===== config.mk =====
export PLATFORM = sky130hd
export DESIGN_NAME = lap_stopwatch_flat
export DESIGN_NICKNAME = d
export VERILOG_FILES = /design/src/rtl/lap_stopwatch_if.sv /design/src/rtl/lap_stopwatch.sv /design/src/flat_wrapper.sv
export SDC_FILE = /design/constraint.sdc
export NUM_CORES = 1
export LEC_CHECK = 0
export ABC_AREA = 1
export BUFFER_PORTS_ARGS = -buffer_cell sky130_fd_sc_hd__buf_2
export CAP_MARGIN = 5
export CORE_MARGIN = 2
export CORE_UTILIZATION = 45
export DETAILED_ROUTE_END_ITERATION = 16
export GPL_TIMING_DRIVEN = 0
export SLEW_MARGIN = 20
export SYNTH_ARGS = -nofsm -noshare
export SYNTH_HDL_FRONTEND = slang
export SYNTH_SLANG_ARGS = --single-unit
export TNS_END_PERCENT = 100

===== constraint.sdc =====
create_clock -name Clk -period 7.8 [get_ports Clk]
set_input_delay 1.56 -clock Clk [delete_from_list [all_inputs] [get_ports Clk]]
set_output_delay 1.56 -clock Clk [all_outputs]
set_load 0.01 [all_outputs]

===== src/rtl/lap_stopwatch_if.sv =====
// Button/read-back bundle between the stopwatch core and its front-end/display side.
// The master drives the active-low requests and the lap selector; the slave returns time and lap data.
interface lap_stopwatch_if #(
  parameter int LAP_DEPTH = 4
);
  localparam int LW = (LAP_DEPTH > 1) ? $clog2(LAP_DEPTH) : 1;
  localparam int CW = $clog2(LAP_DEPTH + 1);

  logic          fStart;
  logic          fStop;
  logic          fLap;
  logic [LW-1:0] LapSel;
  logic [7:0]    Min;
  logic [7:0]    Sec;
  logic [7:0]    Csec;
  logic          Running;
  logic [CW-1:0] LapCnt;
  logic [7:0]    LapMin;
  logic [7:0]    LapSec;
  logic [7:0]    LapCsec;
  logic          LapOvf;
  logic          Wrap;

  modport master (
    output fStart, fStop, fLap, LapSel,
    input  Min, Sec, Csec, Running, LapCnt, LapMin, LapSec, LapCsec, LapOvf, Wrap
  );

  modport slave (
    input  fStart, fStop, fLap, LapSel,
    output Min, Sec, Csec, Running, LapCnt, LapMin, LapSec, LapCsec, LapOvf, Wrap
  );
endinterface


===== src/rtl/lap_stopwatch.sv =====
// BCD mm:ss.cc stopwatch with start/pause toggle, clear and a small lap-capture buffer.
// Button requests are synchronised, edge-detected, and acted on two clocks after first being sampled low.
module lap_stopwatch #(
  parameter int CLK_HZ    = 50_000_000,
  parameter int LAP_DEPTH = 4,
  parameter int MAX_MIN   = 59
) (
  input logic          Clk,
  input logic          Rst,
  lap_stopwatch_if.slave bus
);
  localparam int DIV = CLK_HZ / 100;
  localparam int PW  = $clog2(DIV);
  localparam int LW  = (LAP_DEPTH > 1) ? $clog2(LAP_DEPTH) : 1;
  localparam int CW  = $clog2(LAP_DEPTH + 1);
  localparam int NE  = 1 << LW;
  localparam logic [PW-1:0] PRESC_LAST = PW'(DIV - 1);
  localparam logic [7:0]    MIN_TOP    = 8'(((MAX_MIN / 10) * 16) + (MAX_MIN % 10));
  localparam logic [CW-1:0] LAP_FULL   = CW'(LAP_DEPTH);

  typedef enum logic [1:0] {IDLE, RUN, PAUSE} state_t;

  // Returns {carry, next}: wraps to 00 with carry when v has reached top.
  function automatic logic [8:0] bcd_inc(input logic [7:0] v, input logic [7:0] top);
    logic [8:0] r;
    if (v == top)             r = 9'h100;
    else if (v[3:0] == 4'd9)  r = {1'b0, v[7:4] + 4'd1, 4'd0};
    else                      r = {1'b0, v[7:4], v[3:0] + 4'd1};
    return r;
  endfunction

  logic [2:0] sync_p0, sync_p1, sync_p2;
  logic [2:0] vld_p2;
  logic       start_ev, stop_ev, lap_ev;

  state_t        state;
  logic          running;
  logic [PW-1:0] presc;
  logic [7:0]    min_q, sec_q, csec_q;
  logic [CW-1:0] lap_cnt;
  logic          lap_ovf, wrap_q;
  logic [23:0]   lap_buf [0:NE-1];

  logic       tick;
  logic [8:0] csec_inc, sec_inc, min_inc;

  // Stage p0/p1: two-flop synchroniser; p2: history for falling-edge detection.
  always_ff @(posedge Clk or posedge Rst) begin
    if (Rst) begin
      sync_p0 <= '1;
      sync_p1 <= '1;
      sync_p2 <= '1;
    end else begin
      sync_p0 <= {bus.fLap, bus.fStop, bus.fStart};
      sync_p1 <= sync_p0;
      sync_p2 <= sync_p1;
    end
  end

  assign vld_p2   = sync_p2 & ~sync_p1;
  assign start_ev = vld_p2[0];
  assign stop_ev  = vld_p2[1];
  assign lap_ev   = vld_p2[2];

  always_comb begin
    tick     = (state == RUN) && (presc == PRESC_LAST);
    csec_inc = bcd_inc(csec_q, 8'h99);
    sec_inc  = bcd_inc(sec_q, 8'h59);
    min_inc  = bcd_inc(min_q, MIN_TOP);
  end

  // Control, timekeeping and lap capture; stop overrides every other request.
  always_ff @(posedge Clk or posedge Rst) begin
    if (Rst) begin
      state   <= IDLE;
      running <= 1'b0;
      presc   <= '0;
      min_q   <= '0;
      sec_q   <= '0;
      csec_q  <= '0;
      lap_cnt <= '0;
      lap_ovf <= 1'b0;
      wrap_q  <= 1'b0;
      for (int i = 0; i < NE; i++) lap_buf[i] <= '0;
    end else if (stop_ev) begin
      state   <= IDLE;
      running <= 1'b0;
      presc   <= '0;
      min_q   <= '0;
      sec_q   <= '0;
      csec_q  <= '0;
      lap_cnt <= '0;
      lap_ovf <= 1'b0;
      wrap_q  <= 1'b0;
    end else begin
      if (state == RUN) begin
        if (tick) begin
          presc  <= '0;
          csec_q <= csec_inc[7:0];
          if (csec_inc[8]) begin
            sec_q <= sec_inc[7:0];
            if (sec_inc[8]) begin
              min_q <= min_inc[7:0];
              if (min_inc[8]) wrap_q <= 1'b1;
            end
          end
        end else begin
          presc <= presc + PW'(1);
        end
        // Captured values are the pre-tick time of this cycle.
        if (lap_ev) begin
          if (lap_cnt < LAP_FULL) begin
            lap_buf[lap_cnt[LW-1:0]] <= {min_q, sec_q, csec_q};
            lap_cnt                  <= lap_cnt + CW'(1);
          end else begin
            lap_ovf <= 1'b1;
          end
        end
      end
      if (start_ev) begin
        case (state)
          IDLE, PAUSE: begin
            state   <= RUN;
            running <= 1'b1;
          end
          RUN: begin
            state   <= PAUSE;
            running <= 1'b0;
          end
          default: begin
            state   <= IDLE;
            running <= 1'b0;
          end
        endcase
      end
    end
  end

  assign bus.Min     = min_q;
  assign bus.Sec     = sec_q;
  assign bus.Csec    = csec_q;
  assign bus.Running = running;
  assign bus.LapCnt  = lap_cnt;
  assign bus.LapOvf  = lap_ovf;
  assign bus.Wrap    = wrap_q;

  always_comb begin
    bus.LapMin  = '0;
    bus.LapSec  = '0;
    bus.LapCsec = '0;
    if (CW'(bus.LapSel) < lap_cnt) begin
      {bus.LapMin, bus.LapSec, bus.LapCsec} = lap_buf[bus.LapSel];
    end
  end
endmodule


===== src/flat_wrapper.sv =====
// flat-port wrapper written by rule: the top's interface ports become plain ports
module lap_stopwatch_flat 
#(
  parameter int CLK_HZ    = 50_000_000,
  parameter int LAP_DEPTH = 4,
  parameter int MAX_MIN   = 59
)
  (Clk, Rst, bus_fStart, bus_fStop, bus_fLap, bus_LapSel, bus_Min, bus_Sec, bus_Csec, bus_Running, bus_LapCnt, bus_LapMin, bus_LapSec, bus_LapCsec, bus_LapOvf, bus_Wrap);
  lap_stopwatch_if #(.LAP_DEPTH(LAP_DEPTH)) bus_i ();
  input logic Clk;
  input logic Rst;
  input wire logic [$bits(bus_i.fStart)-1:0] bus_fStart;
  input wire logic [$bits(bus_i.fStop)-1:0] bus_fStop;
  input wire logic [$bits(bus_i.fLap)-1:0] bus_fLap;
  input wire logic [$bits(bus_i.LapSel)-1:0] bus_LapSel;
  output wire logic [$bits(bus_i.Min)-1:0] bus_Min;
  output wire logic [$bits(bus_i.Sec)-1:0] bus_Sec;
  output wire logic [$bits(bus_i.Csec)-1:0] bus_Csec;
  output wire logic [$bits(bus_i.Running)-1:0] bus_Running;
  output wire logic [$bits(bus_i.LapCnt)-1:0] bus_LapCnt;
  output wire logic [$bits(bus_i.LapMin)-1:0] bus_LapMin;
  output wire logic [$bits(bus_i.LapSec)-1:0] bus_LapSec;
  output wire logic [$bits(bus_i.LapCsec)-1:0] bus_LapCsec;
  output wire logic [$bits(bus_i.LapOvf)-1:0] bus_LapOvf;
  output wire logic [$bits(bus_i.Wrap)-1:0] bus_Wrap;
  assign bus_i.fStart = bus_fStart;
  assign bus_i.fStop = bus_fStop;
  assign bus_i.fLap = bus_fLap;
  assign bus_i.LapSel = bus_LapSel;
  assign bus_Min = bus_i.Min;
  assign bus_Sec = bus_i.Sec;
  assign bus_Csec = bus_i.Csec;
  assign bus_Running = bus_i.Running;
  assign bus_LapCnt = bus_i.LapCnt;
  assign bus_LapMin = bus_i.LapMin;
  assign bus_LapSec = bus_i.LapSec;
  assign bus_LapCsec = bus_i.LapCsec;
  assign bus_LapOvf = bus_i.LapOvf;
  assign bus_Wrap = bus_i.Wrap;
  lap_stopwatch #(.CLK_HZ(CLK_HZ), .LAP_DEPTH(LAP_DEPTH), .MAX_MIN(MAX_MIN)) u_core (.Clk(Clk), .Rst(Rst), .bus(bus_i));
endmodule

==> flow_metrics.env <==
export IMPL_vias=6180
export IMPL_rsz0062_at_grt="false"
export IMPL_row_count=47
export IMPL_yosysUniqueCellTypes=29
export IMPL_p_leak_nw=4.16
export IMPL_cts_resized=0
export IMPL_synth_edf_count=0
export IMPL_grt_overflow_total=0
export IMPL_start_util_pct=45.9
export IMPL_slew_limit_headroom_pct=52.9
export IMPL_netlist_instances=907
export IMPL_crit_required_ps=6240
export IMPL_cts_tree="built"
export IMPL_drv_slew=0
export IMPL_clockPowerShare_pct=47.4
export IMPL_drc=0
export IMPL_antenna_found_initial=0
export IMPL_drv_cap=0
export IMPL_dp_hpwl_mm=13.8
export IMPL_status="finished clean"
export IMPL_cts_buffer_depth=2
export IMPL_root_buffer="clkbuf_16"
export IMPL_syn_area_mm2=0.00755
export IMPL_grt_pass1_wl_mm=31.8
export IMPL_coreArea_mm2=0.0165
export IMPL_timing_final_ws_setup_ps=2770
export IMPL_hold_violations=0
export IMPL_fp_dieW_um=134
export IMPL_drtAntennaViolNets=0
export IMPL_holdBufCountCts=0
export IMPL_endpoint_kind="primary output"
export IMPL_worstSetupPathType="in -> out"
export IMPL_switchingPower_w=0.000437
export IMPL_syn_area_per_cell_um2=8.33
export IMPL_synth_commonest_cells="200 x nand2_1, 147 x dfrtp_1, 145 x nor2_1"
export IMPL_worst_path_max_delay_cell="a21oi_1"
export IMPL_async_flop_share_pct=100
export IMPL_p_int_w=0.00141
export IMPL_syn2layout_area_growth_pct=16.4
export IMPL_cts_setup_buffers=0
export IMPL_dr_pass1_iters=7
export IMPL_p_seq_share_pct=45.4
export IMPL_place_ws_ps=2830
export IMPL_port_buffers=60
export IMPL_yosysMostFrequentCell="nand2_1"
export IMPL_synth_top_area_share_pct=48.7
export IMPL_crit_arrival_ps=3470
export IMPL_period_needed_ps=5030
export IMPL_grt_pass1_vias=5861
export IMPL_track_usage_pct=23.2
export IMPL_layout_drive_gt1_share_pct=15.8
export IMPL_pwr_share_comb_pct=7.3
export IMPL_synth_top_flop_cell="dfrtp_1"
export IMPL_ir_drop_mv=0.144
export IMPL_clkTransAtPathRegs_ps=60
export IMPL_fin_util_pct=53.4
export IMPL_min_period_over_period_pct=64.5
export IMPL_cts_inserted_buffers=17
export IMPL_via_per_inst=5.07
export IMPL_max_freq_mhz=199
export IMPL_min_path_type="reg -> reg"
export IMPL_ioPinCount=61
export IMPL_die_y_um=134
export IMPL_ys_ff_latch=156
export IMPL_synth_net_count=932
export IMPL_fin_tns_setup_ps=0
export IMPL_swShare_pct=23.6
export IMPL_wl_per_cell_um=16.2
export IMPL_powerDensity_mw_per_mm2=211
export IMPL_fin_nets=1012
export IMPL_ys_seq_area_share_pct=51.8
export IMPL_clkLatencyLatePin_ps=420
export IMPL_cts_sinks=156
export IMPL_grt_max_degree=81
export IMPL_synth_area_leaders="dfrtp_1 49%, nand2_1 9.9%, nor2_1 7.2%, o21ai_0 6.6%, o21ai_1 4.0%"
export IMPL_n_antenna_cell=0
export IMPL_die_area_mm2=0.0178
export IMPL_drt_wl_total_mm=19.7
export IMPL_yosysTopAreaCell="dfrtp_1"
export IMPL_crit_chain="buf_2 > ha_1 > o21ai_0 > a21oi_1 > clkbuf_1 > a21oi_1 > buf_2"
export IMPL_setup_viol=0
export IMPL_drt_iter0_drc=471
export IMPL_yosysWarnings=0
export IMPL_crit_path_max_incr_delay_ps=560
export IMPL_worst_pin_slew_ps=707
export IMPL_cts_htree_levels=4
export IMPL_start_kind="primary input"
export IMPL_skew_ps=5.57
export IMPL_cp_max_fo=10
export IMPL_gp_congestion=0.839
[sequential cells by signal (all words and copies together), names as in the netlist]
register            count
u_core.lap_buf         96
u_core.presc           19
u_core.bus.Csec         8
u_core.bus.Min          8
u_core.bus.Sec          8
u_core.bus.LapCnt       3
u_core.sync_p0          3
u_core.sync_p1          3
u_core.sync_p2          3
u_core.state            2
u_core.bus.LapOvf       1
u_core.bus.Running      1
u_core.bus.Wrap         1
[worst max-delay path, delay by kind of cell]
kind | cells | cell delay, ps
compound gates | 3 | 800
buf+inv | 3 | 850
fa+ha+maj | 1 | 260
[per-stage QoR]
stage / hold WS (ps) / total power (W) / std cells / area (um2)
after CTS: 356 / 0.00186 / 1220 / 8790
after detailed placement: 347 / 0.000990 / 1188 / 8160
after global routing: 358 / 0.00192 / 1220 / 8790
final: 356 / 0.00185 / 1220 / 8790
after global placement: 346 / 0.000987 / 1187 / 8130
after floorplan: 345 / 0.000940 / 907 / 7550
[layout by cell type, fill, tap and decap left out, types with 10 or more instances in the layout]
cell type and instances:
a21oi_1 29, buf_2 73, buf_6 11, clkbuf_1 13, clkbuf_16 17, dfrtp_1 147, ha_1 18, inv_1 58
nand2_1 200, nand3_1 32, nand4_1 10, nor2_1 145, o21ai_0 99, o21ai_1 60, o21ai_2 17, xor2_1 12
[power groups by stage]
stage                     clock, W  sequential [W]  combinational, W
after global routing      0.000922        0.000841          0.000153
after CTS                 0.000889        0.000839          0.000136
after global placement           0        0.000853          0.000133
after detailed placement         0        0.000854          0.000136
final                     0.000876        0.000839          0.000135
after floorplan                  0        0.000853         0.0000870
[final cells by class]
class,instances,area (um2)
fillers,1575,7680
flip-flops and latches,156,3920
repair buffers,61,328
well taps,220,275
plain buffers,41,253
clock inverters,13,171
inverters,60,233
multi-input cells,650,3160
clock buffers,19,453
[metal layers]
layer	up-vias	GRT usage, %	share of wire (%)
met4	0	7.74	1.8
met3	28	3.39	3.8
li1	3109	-	-
met5	-	0	0
met1	2902	33.2	49
met2	141	36.5	46
[cells by family (layout without fill, tap and decap cells)]
group                      count (synthesis)  count (layout)  synth area share [%]
buffers and inverters                    101             194                  6.33
xor gates and xnor gates                  15              15                  1.74
AOI/OAI and AO/OA                        208             208                  14.7
DFF                                      156             156                  51.8
adders and majority gates                 18              18                  2.98
and+or+nand+nor                          409             409                  22.4
[path summary, 6_finish.rpt]
check | slack, ps | from | endpoint | cells after the start
max | 2770 | bus_LapSel[1] | bus_LapCsec[5] | 7
max in group asynchronous | 5840 | Rst | u_core.presc[9] | 3
min reg2reg | 360 | u_core.sync_p0[2] | u_core.sync_p1[2] | 0
min | 360 | u_core.sync_p0[2] | u_core.sync_p1[2] | 0
max reg2reg | 5710 | u_core.bus.Csec[1] | u_core.bus.Min[2] | 9
min in group asynchronous | 1180 | Rst | u_core.bus.Sec[2] | 2
Power figures use the tool's default switching activity.
